$ cat config.mk
export PLATFORM = sky130hd
export DESIGN_NAME = muldiv_unit
export DESIGN_NICKNAME = d
export VERILOG_FILES = /design/src/rtl/muldiv_unit.sv
export SDC_FILE = /design/constraint.sdc
export NUM_CORES = 1
export LEC_CHECK = 0
export BUFFER_PORTS_ARGS = -buffer_cell sky130_fd_sc_hd__buf_4
export CORE_MARGIN = 4
export CORE_UTILIZATION = 35
export DETAILED_ROUTE_END_ITERATION = 12
export PLACE_DENSITY = 0.61
export RECOVER_POWER = 100
export SETUP_SLACK_MARGIN = 0.3
export SLEW_MARGIN = 20
export SYNTH_ARGS = -nofsm -noshare
export SYNTH_HDL_FRONTEND = slang
export SYNTH_SLANG_ARGS = --single-unit
export TNS_END_PERCENT = 30
$ cat constraint.sdc
create_clock -name clk -period 5.3 [get_ports clk]
set_input_delay 0.53 -clock clk [delete_from_list [all_inputs] [get_ports clk]]
set_output_delay 0.53 -clock clk [all_outputs]
set_load 0.03 [all_outputs]
$ cat src/rtl/muldiv_unit.sv
// Multi-cycle RV32M multiply/divide unit. A right-shifting shift-add
// multiplier and a restoring divider share the hi/lo working registers and a
// single iteration counter, so every operation has the same latency.
module muldiv_unit #(
  parameter int unsigned XLEN = 32
) (
  input  logic            clk,
  input  logic            reset,
  input  logic            start,
  input  logic [2:0]      op,
  input  logic [XLEN-1:0] a,
  input  logic [XLEN-1:0] b,
  input  logic [4:0]      rd_in,
  output logic            busy,
  output logic            done,
  output logic [XLEN-1:0] result,
  output logic [4:0]      rd_out,
  output logic            we_out
);

  localparam int unsigned CW = $clog2(XLEN + 1);

  typedef enum logic [1:0] {S_IDLE, S_CALC, S_DONE} state_t;

  state_t            state_q, state_d;
  logic [CW-1:0]     cnt_q, cnt_d;
  logic [2:0]        op_q, op_d;
  logic [4:0]        rd_q, rd_d;
  logic [4:0]        rd_out_q, rd_out_d;
  logic [XLEN-1:0]   hi_q, hi_d;      // mul: product high half / div: partial remainder
  logic [XLEN-1:0]   lo_q, lo_d;      // mul: multiplier then product low / div: dividend then quotient
  logic [XLEN-1:0]   opnd_q, opnd_d;  // mul: multiplicand magnitude / div: divisor
  logic [XLEN-1:0]   result_q, result_d;
  logic [XLEN-1:0]   spec_val_q, spec_val_d;
  logic              neg_q, neg_d;
  logic              spec_q, spec_d;

  // Operand conditioning at issue time
  logic              a_sgn, b_sgn, start_neg;
  logic [XLEN-1:0]   a_mag, b_mag;

  // Per-iteration datapath
  logic [XLEN:0]     mul_sum;
  logic [XLEN:0]     div_shift, div_diff;

  // Final result formation
  logic [2*XLEN-1:0] prod_fix;
  logic [XLEN-1:0]   mul_res, div_raw, div_res, fin_res;

  // Decode which operands are signed and the sign the result must carry
  always_comb begin
    a_sgn = 1'b0;
    b_sgn = 1'b0;
    case (op)
      3'b001, 3'b100, 3'b110: begin
        a_sgn = a[XLEN-1];
        b_sgn = b[XLEN-1];
      end
      3'b010:  a_sgn = a[XLEN-1];
      default: ;
    endcase
    a_mag     = a_sgn ? -a : a;
    b_mag     = b_sgn ? -b : b;
    // REM follows the dividend only; every other signed op uses the XOR
    start_neg = a_sgn ^ (b_sgn & (op != 3'b110));
  end

  assign mul_sum   = {1'b0, hi_q} + (lo_q[0] ? {1'b0, opnd_q} : '0);
  assign div_shift = {hi_q, lo_q[XLEN-1]};
  // A set top bit means the trial subtraction borrowed: restore
  assign div_diff  = div_shift - {1'b0, opnd_q};

  assign prod_fix  = neg_q ? -{hi_q, lo_q} : {hi_q, lo_q};
  assign mul_res   = (op_q[1:0] == 2'b00) ? prod_fix[XLEN-1:0] : prod_fix[2*XLEN-1:XLEN];
  assign div_raw   = op_q[1] ? hi_q : lo_q;
  assign div_res   = neg_q ? -div_raw : div_raw;
  assign fin_res   = op_q[2] ? (spec_q ? spec_val_q : div_res) : mul_res;

  // Next-state and datapath updates for IDLE -> CALC -> DONE
  always_comb begin
    state_d    = state_q;
    cnt_d      = cnt_q;
    op_d       = op_q;
    rd_d       = rd_q;
    rd_out_d   = rd_out_q;
    hi_d       = hi_q;
    lo_d       = lo_q;
    opnd_d     = opnd_q;
    result_d   = result_q;
    spec_val_d = spec_val_q;
    neg_d      = neg_q;
    spec_d     = spec_q;
    case (state_q)
      S_IDLE: begin
        if (start) begin
          op_d       = op;
          rd_d       = rd_in;
          neg_d      = start_neg;
          spec_d     = op[2] && (b == '0);
          spec_val_d = op[1] ? a : '1;
          cnt_d      = CW'(XLEN);
          hi_d       = '0;
          lo_d       = op[2] ? a_mag : b_mag;
          opnd_d     = op[2] ? b_mag : a_mag;
          state_d    = S_CALC;
        end
      end
      S_CALC: begin
        if (cnt_q != '0) begin
          cnt_d = cnt_q - CW'(1);
          if (op_q[2]) begin
            if (div_diff[XLEN]) begin
              hi_d = div_shift[XLEN-1:0];
              lo_d = {lo_q[XLEN-2:0], 1'b0};
            end else begin
              hi_d = div_diff[XLEN-1:0];
              lo_d = {lo_q[XLEN-2:0], 1'b1};
            end
          end else begin
            hi_d = mul_sum[XLEN:1];
            lo_d = {mul_sum[0], lo_q[XLEN-1:1]};
          end
        end else begin
          result_d = fin_res;
          rd_out_d = rd_q;
          state_d  = S_DONE;
        end
      end
      S_DONE:  state_d = S_IDLE;
      default: state_d = S_IDLE;
    endcase
  end

  // State register with synchronous reset
  always_ff @(posedge clk) begin
    if (reset) begin
      state_q    <= S_IDLE;
      cnt_q      <= '0;
      op_q       <= '0;
      rd_q       <= '0;
      rd_out_q   <= '0;
      hi_q       <= '0;
      lo_q       <= '0;
      opnd_q     <= '0;
      result_q   <= '0;
      spec_val_q <= '0;
      neg_q      <= 1'b0;
      spec_q     <= 1'b0;
    end else begin
      state_q    <= state_d;
      cnt_q      <= cnt_d;
      op_q       <= op_d;
      rd_q       <= rd_d;
      rd_out_q   <= rd_out_d;
      hi_q       <= hi_d;
      lo_q       <= lo_d;
      opnd_q     <= opnd_d;
      result_q   <= result_d;
      spec_val_q <= spec_val_d;
      neg_q      <= neg_d;
      spec_q     <= spec_d;
    end
  end

  assign busy   = (state_q != S_IDLE);
  assign done   = (state_q == S_DONE);
  assign we_out = done && (rd_out_q != '0);
  assign result = result_q;
  assign rd_out = rd_out_q;

endmodule

==> results of run 1 <==
stage by stage:
step,setup slack [ps],cells,hold WS (ps),instance area (um^2),power [W]
2_1_floorplan,1580,2395,416,17000,0.00453
3_3_place_gp,1390,2957,431,18100,0.00567
3_5_place_dp,1280,2957,439,18100,0.00568
4_1_cts,1250,2989,300,18700,0.00704
5_1_grt,536,2989,312,18500,0.00745
6_report,838,2990,310,18500,0.00707
Yosys cell counts (37+ instances only):
cell type | number | area share (%)
sky130_fd_sc_hd__dfxtp_1 | 183 | 22
sky130_fd_sc_hd__inv_1 | 89 | 2.0
sky130_fd_sc_hd__ha_1 | 70 | 5.2
sky130_fd_sc_hd__o21ai_0 | 168 | 4.9
sky130_fd_sc_hd__nand3_1 | 37 | 1.1
sky130_fd_sc_hd__xnor2_1 | 128 | 6.6
sky130_fd_sc_hd__nor3_1 | 88 | 2.6
sky130_fd_sc_hd__clkbuf_1 | 161 | 3.6
sky130_fd_sc_hd__nor2_1 | 266 | 5.9
sky130_fd_sc_hd__a21oi_1 | 184 | 5.4
sky130_fd_sc_hd__nand2_1 | 268 | 5.9
sky130_fd_sc_hd__a211oi_1 | 45 | 2.0
sky130_fd_sc_hd__a31oi_1 | 41 | 1.5
sky130_fd_sc_hd__xor2_1 | 65 | 3.3
sky130_fd_sc_hd__mux2i_1 | 100 | 5.9
per-layer routing:
layer	up-vias	wire [um]
li1	8553	-
met2	989	30200
met5	-	0
met1	8833	30400
met4	0	3300
met3	171	6520
state kept, by name (all words and copies together) (netlist names), 5 cells and up:
name,cells
rd_out,5
result,32
cnt_q,6
hi_q,32
lo_q,32
spec_val_q,32
rd_q,5
opnd_q,32
critical path: stages (launching register included):
cell and delay (ps):
sky130_fd_sc_hd__dfxtp_1 540, sky130_fd_sc_hd__inv_1 140, sky130_fd_sc_hd__ha_1 250, sky130_fd_sc_hd__fa_1 400, sky130_fd_sc_hd__nand2b_1 180, sky130_fd_sc_hd__a21oi_1 230
sky130_fd_sc_hd__o32ai_1 180, sky130_fd_sc_hd__o41ai_1 800, sky130_fd_sc_hd__a2111oi_0 340, sky130_fd_sc_hd__a311oi_4 370, sky130_fd_sc_hd__buf_4 360, sky130_fd_sc_hd__mux2i_1 230
sky130_fd_sc_hd__a21oi_1 90, sky130_fd_sc_hd__a31o_2 230
layout by cell type, fill, tap and decap left out, types with 10 or more instances in the layout:
master,count
sky130_fd_sc_hd__a211oi_1,45
sky130_fd_sc_hd__a21o_1,29
sky130_fd_sc_hd__a21oi_1,184
sky130_fd_sc_hd__a221oi_1,12
sky130_fd_sc_hd__a22oi_1,21
sky130_fd_sc_hd__a311oi_1,30
sky130_fd_sc_hd__a31oi_1,41
sky130_fd_sc_hd__buf_4,96
sky130_fd_sc_hd__clkbuf_1,46
sky130_fd_sc_hd__clkbuf_16,18
sky130_fd_sc_hd__dfxtp_1,180
sky130_fd_sc_hd__ha_1,70
sky130_fd_sc_hd__inv_1,89
sky130_fd_sc_hd__mux2_2,11
sky130_fd_sc_hd__mux2i_1,100
sky130_fd_sc_hd__nand2_1,268
sky130_fd_sc_hd__nand2b_1,21
sky130_fd_sc_hd__nand3_1,37
sky130_fd_sc_hd__nand4_1,15
sky130_fd_sc_hd__nor2_1,264
sky130_fd_sc_hd__nor2b_1,11
sky130_fd_sc_hd__nor3_1,88
sky130_fd_sc_hd__nor3b_1,22
sky130_fd_sc_hd__nor4_1,22
sky130_fd_sc_hd__o211ai_1,30
sky130_fd_sc_hd__o21a_1,10
sky130_fd_sc_hd__o21ai_0,168
sky130_fd_sc_hd__o22ai_1,11
sky130_fd_sc_hd__o31ai_1,29
sky130_fd_sc_hd__o41ai_1,23
sky130_fd_sc_hd__or2_2,11
sky130_fd_sc_hd__or3_1,19
sky130_fd_sc_hd__or4_1,14
sky130_fd_sc_hd__xnor2_1,128
sky130_fd_sc_hd__xor2_1,65
cell families after synthesis:
logic type                 after synthesis  share of synthesized area, %
adders and majority gates               72                          5.39
muxes                                  111                          6.62
DFF                                    183                          21.5
AOI/OAI and AO/OA                      717                          27.4
and+or+nand+nor                        832                          22.6
xor gates and xnor gates               193                          9.94
buffers and inverters                  287                          6.57
power by group through the flow:
stage | clock network [W] | logic (W) | registers (W)
2_1_floorplan | 0 | 0.00269 | 0.00185
3_3_place_gp | 0 | 0.00357 | 0.00210
3_5_place_dp | 0 | 0.00358 | 0.00210
4_1_cts | 0.00137 | 0.00360 | 0.00207
5_1_grt | 0.00142 | 0.00392 | 0.00212
6_report | 0.00135 | 0.00361 | 0.00210
area by class of cell:
cell class                      instances  area, um^2  share of cell area (%)
Clock inverter                         14         163                   0.879
Clock buffer                           18         450                    2.43
Tap cell                              615         769                    4.16
Timing Repair Buffer                  143         898                    4.85
Sequential cell                       183        3670                    19.8
Multi-Input combinational cell       1925       12200                    66.0
Antenna cell                            1        2.50                  0.0135
Inverter                               91         342                    1.85
worst paths after layout:
check,startpoint,to,slack (ps),cells after the start
setup reg to reg,lo_q[31]$_SDFFE_PP0P_,hi_q[13]$_SDFFE_PP0P_,840,13
hold reg to reg,result[30]$_SDFFE_PP0P_,result[30]$_SDFFE_PP0P_,440,2
hold / removal,rd_in[3],rd_q[3]$_SDFFE_PP0P_,310,3
setup / recovery,lo_q[31]$_SDFFE_PP0P_,hi_q[13]$_SDFFE_PP0P_,840,13
==> out/qor_table.md, run 1 <==
| Parameter | This run | Unit |
|---|---|---|
| Status | finished with violations | - |
| Violated checks | max-capacitance violations, max-slew violations | - |
| Final weighted congestion in routability-driven placement | 1.01 | - |
| Number of top-level pins | 115 | - |
| DR WL/cell | 23.6 | um |
| Global-route met3 utilization | 4.50 | % |
| Post-synth top flop | sky130_fd_sc_hd__dfxtp_1 | - |
| Number of hold violations in the final report | 0 | - |
| Power share of the combinational group | 51.1 | % |
| Number of clock sinks | 183 | - |
| Global-route wire length before repair | 106,000 | um |
| Number of hold-repair buffers added at the cts stage | 0 | - |
| Post-cts repair resize count | 0 | - |
| DRC marker count from the first detailed-route iteration | 2,327 | - |
| Clock-pin slew of the registers on the worst-case setup and hold paths | 80 | ps |
| Initial antenna violation count | 1 | - |
| Synthesis warning total | 0 | - |
| Yosys cell types | 84 | - |
| Total iterations of the first detailed-routing run | 6 | - |
| Half-perimeter wire length after detailed placement | 53,300 | um |
| Floorplan Core Area | 47,800 | um^2 |
| Die Area | 52,200 | um^2 |
| Height of the chip | 228 | um |
| Num rows | 80 | - |
| Final critical path time including I/O delays and setup | 4460 | ps |
| Die X-Extent | 228 | um |
| Mean area per synthesized cell | 7.10 | um^2 |
| Share of synthesized registers carrying an async set or reset | 0 | % |
| Routed wire length | 70,400 | um |
| Biggest fanout along the worst timing path | 19 | - |
| CP Class | reg -> reg | - |
| Endpoint class of the critical path | flip-flop | - |
| Top Usage Layer GRT | met2 | - |
| Sum of overflow across all layers after global routing | 0 | - |
| Clock insertion delay at the later pin of the skew report | 470 | ps |
| Gate Count Post-Synth | 2,395 | - |
| Setup TNS | 0 | ps |
| Arrival time at the worst endpoint | 4830 | ps |
| Initial Util | 35.5 | % |
| Post-route antenna net violation count | 0 | - |
| Tot GR Track Use | 25.6 | % |
| Number of input and output port buffers inserted | 114 | - |
| Power density of the placed cells | 382 | nW/um^2 |
| Clock power frac | 19.2 | % |
| Unrepaired setup endpoints after global routing | no | - |
| Filler Cells Inserted | 5,083 | - |
| Worst path required time | 5670 | ps |
| Maximum number of buffers from clock root to sink | 2 | - |
| Count of pins over their slew limit | 163 | - |
| GR Layer Usage met1 | 36.0 | % |
| Number of nets in the layout | 2,508 | - |
| Sequential share of the synthesized area | 21.6 | % |
| CTS tree | built | - |
| Number of enable flip-flop cells after synthesis | 0 | - |
| Flip-flop and latch count after synthesis | 183 | - |
| CTS Root Buffer Type | sky130_fd_sc_hd__clkbuf_16 | - |
| Least-Margin Pin Slew | 2090 | ps |
| Mapped Area | 17,000 | um^2 |
| Flop pwr share | 29.7 | % |
| Crit path launch type | flip-flop | - |
| Cell-internal power | 0.00357 | W |
| Layout Skew | 11.7 | ps |
| Layout cells sized above 1 | 7.16 | % |
| Max Fclk | 224 | MHz |
| Detailed-route via count | 18,546 | - |
| Max-cap violations | 3 | - |
| Share of the core filled with cells in the final layout | 38.7 | % |
| Ratio of final minimum period to clock period | 84.2 | % |
| Worst slew margin relative to its limit | -39.3 | % |
| Total number of H-tree levels | 4 | - |
| Sw Share | 49.5 | % |
| Pleak | 7.00 | nW |
| Met2 usage in global routing | 38.6 | % |
| Maximum number of pins on one net before global-route repair | 84 | - |
| Number of buffers added for setup after CTS | 0 | - |
| Switching power | 0.00350 | W |
| Setup Viol. Count Final | 0 | - |
| Class of the tightest hold or removal check | in -> reg | - |
| Via-per-instance ratio | 6.20 | - |
| Worst VDD drop | 0.248 | mV |
| CTS Buf Count | 17 | - |
| Via count of the first global-routing pass | 17,215 | - |
| Area Overhead vs Synth | 8.86 | % |
| Post-synth net total | 2,542 | - |
| # DRC | 0 | - |
Note: power is estimated with default switching activity, not from simulation.
==> run 2, diff against run 1 <==
Settings changed: ABC_AREA set to 1.
Clock period 5.3 ns to 4.35 ns, I/O delays scaled along.
==> run 2 against run 1 <==
  * The run still ends with max-capacitance violations, max-slew violations left
  * Hold slack got worse by 110 ps
  * Flip-flop and latch count unchanged
  * Highest routed layer is now met5
  * Global-route usage is 2.5 points higher
  * Synthesized cell count rose by 57%
  * Register-to-register slack got worse by 200 ps
  * Non-clock buffer count grew 1
  * Worst setup slack lost 200 ps
  * Wire length grew 27%
  * Clock power up 13%
  * Sequential power up 12%
  * Utilization about the same
  * Critical endpoint is now result[31]$_SDFFE_PP0P_
  * Fmax up 20%
==> out/qor_table.md, run 2 <==
| Parameter | This run | Unit | vs previous |
|---|---|---|---|
| Status | finished with violations | - | unchanged |
| Violated checks | max-capacitance violations, max-slew violations | - | unchanged |
| Switching power | 0.00476 | W | was 0.00350 W |
| Number of buffers added for setup after CTS | 0 | - | unchanged |
| Worst slack on hold paths | 205 | ps | was 310 ps |
| Buffers & Inverters on Critical Path | 2 | - | unchanged |
| Crit-path leading delay family | simple AND/OR/NAND/NOR gates | - | was compound AO/OA/AOI/OAI gates |
| Setup Viol. Count Final | 0 | - | unchanged |
| Worst reg2reg startpoint | op_q[1]$_SDFFE_PP0P_ | - | was lo_q[31]$_SDFFE_PP0P_ |
| Max-cap violations | 2 | - | was 3 |
| Area Overhead vs Synth | 8.71 | % | was 8.86% |
| Initial antenna violation count | 1 | - | unchanged |
| Synthesis warning total | 0 | - | unchanged |
| Worst reg2reg path endpoint | result[31]$_SDFFE_PP0P_ | - | was hi_q[13]$_SDFFE_PP0P_ |
| CP Class | reg -> reg | - | unchanged |
| Number of top-level pins | 115 | - | unchanged |
| Commonest cells after routing, fill and taps aside | 1,213 x sky130_fd_sc_hd__nand2_1, 561 x sky130_fd_sc_hd__inv_1, 417 x sky130_fd_sc_hd__nor2_1 | - | was 268 x sky130_fd_sc_hd__nand2_1, 264 x sky130_fd_sc_hd__nor2_1, 184 x sky130_fd_sc_hd__a21oi_1 |
| Endpoint class of the critical path | flip-flop | - | unchanged |
| Flip-flop and latch count after synthesis | 183 | - | unchanged |
| Leading cell types by count after synthesis | 1,211 x sky130_fd_sc_hd__nand2_1, 560 x sky130_fd_sc_hd__inv_1, 418 x sky130_fd_sc_hd__nor2_1, 314 x sky130_fd_sc_hd__nand3_1, 260 x sky130_fd_sc_hd__a21oi_1 | - | was 268 x sky130_fd_sc_hd__nand2_1, 266 x sky130_fd_sc_hd__nor2_1, 184 x sky130_fd_sc_hd__a21oi_1, 183 x sky130_fd_sc_hd__dfxtp_1, 168 x sky130_fd_sc_hd__o21ai_0 |
| Startpoint of the most critical setup path | op_q[1]$_SDFFE_PP0P_ | - | was lo_q[31]$_SDFFE_PP0P_ |
| Portion of netlist area occupied by mux cells | 0 | % | was 6.62% |
| Synthesized-area fraction occupied by and/or/nand/nor cells | 42.8 | % | was 22.6% |
| Via count of the first global-routing pass | 21,642 | - | was 17,215 |
| Share of the synthesized netlist area taken by xor and xnor gates | 3.60 | % | was 9.94% |
| Worst path required time | 4720 | ps | was 5670 ps |
| Yosys cell types | 54 | - | was 84 |
| Highest cell delay on the worst timing path | 1110 | ps | was 800 ps |
| Post-route antenna net violation count | 0 | - | unchanged |
| Number of nets in the layout | 3,938 | - | was 2,508 |
| Cell with the most instances after synthesis | sky130_fd_sc_hd__nand2_1 | - | unchanged |
| Number of enable flip-flop cells after synthesis | 0 | - | unchanged |
| Most common cell after layout, fill and taps aside | sky130_fd_sc_hd__nand2_1 | - | unchanged |
| CTS Buf Count | 17 | - | unchanged |
| Multi-input gate area in the final layout | 13,700 | um^2 | was 12,200 um^2 |
| Cell-internal power | 0.00413 | W | was 0.00357 W |
| Post-synth net total | 3,910 | - | was 2,542 |
| # DRC | 0 | - | unchanged |
| Via-per-instance ratio | 5.39 | - | was 6.20 |
| Floorplan Core Area | 56,700 | um^2 | was 47,800 um^2 |
| Total iterations of the first detailed-routing run | 8 | - | was 6 |
| Crit-path most repeated cell | sky130_fd_sc_hd__nand2_1 | - | was sky130_fd_sc_hd__a21oi_1 |
| Cells taking the most area after synthesis | sky130_fd_sc_hd__nand2_1 22%, sky130_fd_sc_hd__dfxtp_1 18%, sky130_fd_sc_hd__inv_1 10% | - | was sky130_fd_sc_hd__dfxtp_1 22%, sky130_fd_sc_hd__xnor2_1 6.6%, sky130_fd_sc_hd__nand2_1 5.9% |
| Top Usage Layer GRT | met2 | - | unchanged |
| GR Layer Usage met1 | 39.9 | % | was 36.0% |
| Share of synthesized registers carrying an async set or reset | 0 | % | unchanged |
| Biggest fanout along the worst timing path | 28 | - | was 19 |
| Sequential share of the synthesized area | 18.1 | % | was 21.6% |
| Adder-Cell Fraction of Synth Area | 4.53 | % | was 5.39% |
| Power density of the placed cells | 405 | nW/um^2 | was 382 nW/um^2 |
| Routed wire length | 89,400 | um | was 70,400 um |
| Worst slew margin relative to its limit | -44.5 | % | was -39.3% |
| Least-Margin Pin Slew | 2170 | ps | was 2090 ps |
| Half-perimeter wire length after detailed placement | 72,100 | um | was 53,300 um |
| Cell accounting for the most synthesized area | sky130_fd_sc_hd__nand2_1 | - | was sky130_fd_sc_hd__dfxtp_1 |
| Global-route met3 utilization | 5.18 | % | was 4.50% |
| Length in cells of the worst reg-to-reg path | 16 | - | was 13 |
| Post-route worst setup slack | 642 | ps | was 838 ps |
| Tot GR Track Use | 28.2 | % | was 25.6% |
| Cell Chain, Critical Path | buf_4 > clkinvlp_2 > nand2_1 > nand2_1 > nand2_1 > nor2_1 > nand2_1 > nor2_1 > nand2_1 > nand2_1 > nand3_1 > nand3_1 > nand2_1 > nand2_1 > nor2_1 > nor2_1 | - | was inv_1 > ha_1 > fa_1 > nand2b_1 > a21oi_1 > o32ai_1 > o41ai_1 > a2111oi_0 > a311oi_4 > buf_4 > mux2i_1 > a21oi_1 > a31o_2 |
| Number of clock sinks | 183 | - | unchanged |
| WHS Endpoint | rd_q[3]$_SDFFE_PP0P_ | - | unchanged |
| Global-route wire length before repair | 132,000 | um | was 106,000 um |
| Max Fclk | 270 | MHz | was 224 MHz |
| Die X-Extent | 248 | um | was 228 um |
| Filler Cells Inserted | 6,457 | - | was 5,083 |
| Height of the chip | 248 | um | was 228 um |
| Mapped Area | 20,200 | um^2 | was 17,000 um^2 |
| Mean area per synthesized cell | 5.37 | um^2 | was 7.10 um^2 |
| Die Area | 61,600 | um^2 | was 52,200 um^2 |
| Cell depth of the worst min-delay path | 3 | - | unchanged |
| Layout Skew | 17.3 | ps | was 11.7 ps |
| Maximum number of pins on one net before global-route repair | 68 | - | was 84 |
| Layout cells sized above 1 | 5.49 | % | was 7.16% |
| Post-synth top area share | 22.5 | % | was 21.6% |
| Number of input and output port buffers inserted | 114 | - | unchanged |
| Share of the core filled with cells in the final layout | 38.7 | % | about the same |
| DR WL/cell | 19.6 | um | was 23.6 um |
| DRC marker count from the first detailed-route iteration | 3,377 | - | was 2,327 |
| Clock insertion delay at the later pin of the skew report | 480 | ps | was 470 ps |
| Setup TNS | 0 | ps | unchanged |
| Met2 usage in global routing | 41.4 | % | was 38.6% |
| Crit path launch type | flip-flop | - | unchanged |
| Sum of overflow across all layers after global routing | 0 | - | unchanged |
| Unrepaired setup endpoints after global routing | no | - | unchanged |
| Compound-Gate Fraction of Synth Area | 17.0 | % | was 27.4% |
| Clock-pin slew of the registers on the worst-case setup and hold paths | 80 | ps | about the same |
| Sw Share | 53.6 | % | was 49.5% |
| Count of inserted antenna diode cells | 0 | - | was 1 |
| Main combinational cell family by area after synthesis | simple AND/OR/NAND/NOR gates | - | was compound AO/OA/AOI/OAI gates |
| Slowest stage cell on the critical path | sky130_fd_sc_hd__clkinvlp_2 | - | was sky130_fd_sc_hd__o41ai_1 |
| Power share of the combinational group | 56.3 | % | was 51.1% |
| CTS Root Buffer Type | sky130_fd_sc_hd__clkbuf_16 | - | unchanged |
| Final critical path time including I/O delays and setup | 3710 | ps | was 4460 ps |
| Post-place setup slack | 1310 | ps | was 1280 ps |
| Count of pins over their slew limit | 100 | - | was 163 |
| Post-cts repair resize count | 0 | - | unchanged |
| Number of hold-repair buffers added at the cts stage | 0 | - | unchanged |
| Worst VDD drop | 0.359 | mV | was 0.248 mV |
| Clock power frac | 17.2 | % | was 19.2% |
| Gate Count Post-Synth | 3,763 | - | was 2,395 |
| Final weighted congestion in routability-driven placement | 1.06 | - | was 1.01 |
| Register area | 3670 | um^2 | about the same |
| Num rows | 87 | - | was 80 |
| Pleak | 11.5 | nW | was 7.00 nW |
| Post-synth top flop | sky130_fd_sc_hd__dfxtp_1 | - | unchanged |
| CTS tree | built | - | unchanged |
| Arrival time at the worst endpoint | 4070 | ps | was 4830 ps |
| Flop pwr share | 26.4 | % | was 29.7% |
| Ratio of final minimum period to clock period | 85.2 | % | was 84.2% |
| Maximum number of buffers from clock root to sink | 2 | - | unchanged |
| Class of the tightest hold or removal check | in -> reg | - | unchanged |
| Number of hold violations in the final report | 0 | - | unchanged |
| Hold wc startpoint | rd_in[3] | - | unchanged |
| Initial Util | 35.6 | % | was 35.5% |
| Total number of H-tree levels | 4 | - | unchanged |
| R2r setup slk | 640 | ps | was 840 ps |
| Detailed-route via count | 24,578 | - | was 18,546 |
## run 2: power groups by stage
stage	registers (W)	clock network, W	logic (W)
6_report	0.00235	0.00153	0.00501
5_1_grt	0.00236	0.00161	0.00552
4_1_cts	0.00232	0.00155	0.00496
3_5_place_dp	0.00236	0	0.00494
3_3_place_gp	0.00236	0	0.00494
2_1_floorplan	0.00229	0	0.00342
## run 2: final cells by class
class	instances	area share [%]
flip-flops and latches	183	16.7
clock buffers	19	2.02
repair buffers	144	4.14
clock inverters	13	0.496
multi-input cells	2868	62.5
inverters	577	9.87
well taps	756	4.31
## run 2: worst register-to-register path: stages (launching register included)
cell	delay, ps
sky130_fd_sc_hd__dfxtp_1	340
sky130_fd_sc_hd__buf_4	290
sky130_fd_sc_hd__clkinvlp_2	1120
sky130_fd_sc_hd__nand2_1	530
sky130_fd_sc_hd__nand2_1	250
sky130_fd_sc_hd__nand2_1	150
sky130_fd_sc_hd__nor2_1	70
sky130_fd_sc_hd__nand2_1	100
sky130_fd_sc_hd__nor2_1	50
sky130_fd_sc_hd__nand2_1	60
sky130_fd_sc_hd__nand2_1	70
sky130_fd_sc_hd__nand3_1	100
sky130_fd_sc_hd__nand3_1	80
sky130_fd_sc_hd__nand2_1	80
sky130_fd_sc_hd__nand2_1	60
sky130_fd_sc_hd__nor2_1	180
sky130_fd_sc_hd__nor2_1	50
## run 2: cells by family (layout without fill, tap and decap cells)
family,count (synthesis),after routing
AO/OA/AOI/OAI,620,620
buffers and inverters,712,753
adder cells (fa/ha/maj),72,72
AND/OR/NAND/NOR,2093,2093
flip-flops,183,183
XOR/XNOR,83,83
## run 2: worst max-delay path by stage
stage | slack [ps] | cells after the start | to
6_report | 640 | 16 | result[31]$_SDFFE_PP0P_
3_3_place_gp | 1350 | 20 | hi_q[29]$_SDFFE_PP0P_
5_1_grt | 430 | 18 | hi_q[16]$_SDFFE_PP0P_
4_1_cts | 1280 | 20 | hi_q[21]$_SDFFE_PP0P_
2_1_floorplan | 1830 | 21 | hi_q[29]$_SDFFE_PP0P_
3_5_place_dp | 1310 | 20 | hi_q[21]$_SDFFE_PP0P_
## run 2: layer usage
layer	wire length [um]	part of all wire, %	up-vias
met5	12	0.013	-
met4	4770	5.3	2
met3	9060	10	224
met2	36900	41	1255
met1	38700	43	11086
li1	-	-	12011
## run 2: stage by stage
| step | cells | cell area, um^2 | total power, W |
|---|---|---|---|
| 2_1_floorplan | 3763 | 20200 | 0.00570 |
| 4_1_cts | 4560 | 22200 | 0.00883 |
| 3_5_place_dp | 4528 | 21600 | 0.00730 |
| 3_3_place_gp | 4528 | 21600 | 0.00730 |
| 5_1_grt | 4560 | 22000 | 0.00949 |
| 6_report | 4560 | 22000 | 0.00889 |
